## src/rtl/demux_1_9_loader.sv

```systemverilog
// Serial-to-parallel loader: steers a valid/ready word stream into nine
// holding registers and presents each completed group with its own handshake.
module demux_1_9_loader #(
    parameter int DATA_W  = 16,
    parameter int NUM_OUT = 9
) (
    input  logic              clk,
    input  logic              rst,
    input  logic [DATA_W-1:0] in_data,
    input  logic              in_valid,
    output logic              in_ready,
    input  logic              flush,
    output logic [DATA_W-1:0] out_1,
    output logic [DATA_W-1:0] out_2,
    output logic [DATA_W-1:0] out_3,
    output logic [DATA_W-1:0] out_4,
    output logic [DATA_W-1:0] out_5,
    output logic [DATA_W-1:0] out_6,
    output logic [DATA_W-1:0] out_7,
    output logic [DATA_W-1:0] out_8,
    output logic [DATA_W-1:0] out_9,
    output logic              out_valid,
    input  logic              out_ready,
    output logic [3:0]        select
);

    typedef enum logic {
        FILL = 1'b0,
        FULL = 1'b1
    } state_t;

    state_t            state_q;
    state_t            state_d;
    logic [3:0]        select_q;
    logic [3:0]        select_d;
    logic              wr_en;
    logic [DATA_W-1:0] slot_q [NUM_OUT];

    always_comb begin
        state_d  = state_q;
        select_d = select_q;
        wr_en    = 1'b0;
        unique case (state_q)
            FILL: begin
                // flush wins over a same-cycle accept; that word is dropped
                if (flush) begin
                    select_d = 4'd0;
                end else if (in_valid) begin
                    wr_en = 1'b1;
                    if (select_q == 4'd8) begin
                        select_d = 4'd0;
                        state_d  = FULL;
                    end else begin
                        select_d = select_q + 4'd1;
                    end
                end
            end
            FULL: begin
                if (out_ready) begin
                    state_d = FILL;
                end
            end
        endcase
    end

    always_ff @(posedge clk) begin
        if (rst) begin
            state_q  <= FILL;
            select_q <= 4'd0;
            for (int i = 0; i < NUM_OUT; i++) begin
                slot_q[i] <= '0;
            end
        end else begin
            state_q  <= state_d;
            select_q <= select_d;
            for (int i = 0; i < NUM_OUT; i++) begin
                if (wr_en && select_q == 4'(i)) begin
                    slot_q[i] <= in_data;
                end
            end
        end
    end

    assign in_ready  = (state_q == FILL) && !rst;
    assign out_valid = (state_q == FULL);
    assign select    = select_q;

    assign out_1 = slot_q[0];
    assign out_2 = slot_q[1];
    assign out_3 = slot_q[2];
    assign out_4 = slot_q[3];
    assign out_5 = slot_q[4];
    assign out_6 = slot_q[5];
    assign out_7 = slot_q[6];
    assign out_8 = slot_q[7];
    assign out_9 = slot_q[8];

endmodule

```

## config.mk

```make
export PLATFORM = sky130hd
export DESIGN_NAME = demux_1_9_loader
export DESIGN_NICKNAME = d
export VERILOG_FILES = /design/src/rtl/demux_1_9_loader.sv
export SDC_FILE = /design/constraint.sdc
export NUM_CORES = 1
export LEC_CHECK = 0
export ABC_AREA = 1
export BUFFER_PORTS_ARGS = -buffer_cell sky130_fd_sc_hd__buf_4
export CAP_MARGIN = 30
export CORE_MARGIN = 3
export CORE_UTILIZATION = 53
export DETAILED_ROUTE_END_ITERATION = 16
export PLACE_DENSITY = 0.8
export SLEW_MARGIN = 20
export SYNTH_ARGS = -nofsm -noshare
export SYNTH_HDL_FRONTEND = slang
export SYNTH_SLANG_ARGS = --single-unit
```

## constraint.sdc

```tcl
create_clock -name clk -period 4.8 [get_ports clk]
set_input_delay 0.48 -clock clk [delete_from_list [all_inputs] [get_ports clk]]
set_output_delay 0.48 -clock clk [all_outputs]
set_load 0.03 [all_outputs]
```

==> metrics <==
largest net degree at the start of global routing=17; Setup Crit Path Kind=reg -> reg; Hold EP=out_valid; largest cells by area after synthesis=edfxtp_1 (87%), nand2_1 (2.2%), dfxtp_1 (2.0%); Worst Hold Depth=2; ANT cells=0; Tmin final=2.28 ns; total CTS buffers=17; vias=around 3000; share of layout cells above drive strength 1=between 40% and 50%; post-DP HPWL=7.71 mm; worst reg-to-reg setup slack=~2.5 ns; Area Growth Syn to Fin=39.1%; Routed Antenna Nets=0; NetSw=768 µW; nets@finish=470; Hold Startpoint=out_ready; Comb power frac=between 10% and 20%; WHS=between 0.1 and 0.15 ns; Final Slew Violations=0; top cell type by total area after synthesis=edfxtp_1; Largest stage delay, worst path=0.44 ns; Power Density=~440 mW/mm²; first-pass GRT wire length=between 15 and 20 mm; crit share post-route=47.5%; Slew @ Worst Pin=about 0.94 ns; Gate Count Post-Synth=~260; Worst setup EP type=flop; Hold Buf Count CTS=0; Place WS=~2.5 ns; Setup Viol. Count Final=0; worst skew pair latency=approximately 0.5 ns; worst r2r dst=slot_q[0][136]; worst clock skew=about 0.012 ns; total grt overflow=0; Initial DRT Pass Iterations=5; maxcap violations=0; Initial Util=roughly 56%; relative slew slack=37.1%; Mapped Area=roughly 0.005 mm²; Clock power frac=39.7%; CP Data Required Time=4.95 ns; die area=about 0.011 mm²; final hold violation count=0; Max Buffers Root-to-Sink=2; floorplan row count=34; Synth top cells by count=edfxtp_1 (144), nand2_1 (29), inv_1 (26); Global Route Usage Sum=between 20 and 25%; Total Negative Setup Slacks=0 ns; H-tree levels=4; status=finished, final reports clean; sequential power share=approximately 50%; crit-path cells=inv_1, ha_1, nand2_2, inv_1, nand3_2, nand2_1, nor2_4, a21oi_1; CTS clock-pin slew for the worst setup and hold paths=0.06 ns; DR vias/cell=5.25; most common cell in the netlist=edfxtp_1; f_max=439 MHz; DRT Wirelength=between 10 and 15 mm; Crit path top cell by count=inv_1; core area=~0.009 mm²; post-CTS sizing=0; Die Wd=roughly 100 µm; Residual DRC=0; synth warn=0; Root Buffer=clkbuf_8; Setup Buffers After CTS=0; post-synthesis sequential area ratio=between 80% and 90%; vias in the first global route=about 2900; multi-input logic area=414 µm²; # fillers=between 500 and 600; RSZ-0062 raised after global routing=false; Hold Crit Class=in -> reg; Mapped Nets=roughly 280; Pint=between 2 and 2.5 mW; Ports=171; register area=~0.0044 mm²; share of the synthesized area in the top cell type=86.9%; Final Total Pwr=between 3 and 4 mW; Leakage=roughly 3 nW; Starting DRT DRC Count=between 100 and 150; GPL Wtd Cong=0.871; Avg Cell Area, Syn=roughly 19 µm²; asr flop ratio synth=0%; Die H=between 100 and 150 µm; Post-synth EDFFs=between 100 and 150; VDD IR max=~0.00031 V; port bufs=170; cells on worst reg2reg path=8; design area=between 0.006 and 0.007 mm²; worst-path fanout max=16; Slowest-stage cell, CP=nor2_4; TritonCTS clock tree=done; drt wl/cell=approximately 21 µm; Arr. time, crit path=roughly 2.4 ns; Worst setup SP type=flop; Post-synth top flop=edfxtp_1; initial antenna violation count=0; worst flop-to-flop path startpoint=select[0]; area post-placement=0.00636 mm²; final setup margin=2.52 ns; Yosys reg bits=between 100 and 150; # clock sinks=between 100 and 150; Distinct cells, synth=20; Sw Share=25.0%
## worst max-delay path: cells and delay by family, from the launching register on
kind	cells	cell delay, ns
adders and majority gates	1	0.24
DFF	1	0.42
buffers and inverters	2	0.18
and+or+nand+nor	4	0.70
AOI/OAI and AO/OA	1	0.37
## area by class of cell
| type | instances | area share [%] |
|---|---|---|
| Sequential cell | 149 | 64.0 |
| Inverter | 29 | 1.57 |
| Clock inverter | 15 | 2.10 |
| Multi-Input combinational cell | 78 | 5.99 |
| Clock buffer | 17 | 5.99 |
| Timing Repair Buffer | 170 | 18.4 |
| Tap cell | 108 | 1.95 |
## registers in the layout (all words and copies together), names as in the netlist
register	count
out_valid	1
select	4
slot_q	144
## power groups by stage
stage	Clock [mW]	Sequential (mW)	Combinational [mW]
6_report	1.22	1.53	0.323
5_1_grt	1.29	1.53	0.338
4_1_cts	1.24	1.53	0.326
3_5_place_dp	0	1.55	0.325
3_3_place_gp	0	1.55	0.319
2_1_floorplan	0	1.69	0.0430
## worst max path at each step
stage                     startpoint        endpoint  slack, ns  depth (start not counted)
after floorplan            select[0]  slot_q[0][101]       2.89                          9
after global placement     select[0]   slot_q[0][88]       2.54                          8
after detailed placement         rst  slot_q[0][120]       2.51                          8
after CTS                  select[0]   slot_q[0][72]       2.51                          8
after global routing       select[1]   slot_q[0][72]       2.34                          7
final                      select[0]  slot_q[0][136]       2.52                          8
## metal layers
layer,GRT usage (%),vias to the layer above,wire (µm)
met5,0,-,0
met4,5.98,0,120
met3,7.04,13,1060
met2,35.7,174,5770
met1,29.0,1468,4680
li1,-,1315,-
## placed cells by master, fill, tap and decap left out, types with 4 or more instances in the layout
master / instances
nor2_1: 9
ha_1: 4
a21oi_1: 18
o21ai_0: 4
nand2_1: 29
dfxtp_1: 5
inv_1: 26
buf_4: 170
inv_6: 5
clkbuf_16: 16
edfxtp_1: 144
## through the flow
step           util (%)  std cells
3_5_place_dp       71.2        534
3_3_place_gp       71.2        534
5_1_grt            77.4        566
6_report           77.4        566
2_1_floorplan         -        259
4_1_cts            77.4        566
## kinds of logic after synthesis
kind of cell / share of synthesized area (%)
adders and majority gates: 1.01
xor gates and xnor gates: 0.176
and+or+nand+nor: 4.38
AOI/OAI and AO/OA: 2.77
buffers and inverters: 2.72
DFF: 89.0
(Power assumes the default switching activity.)
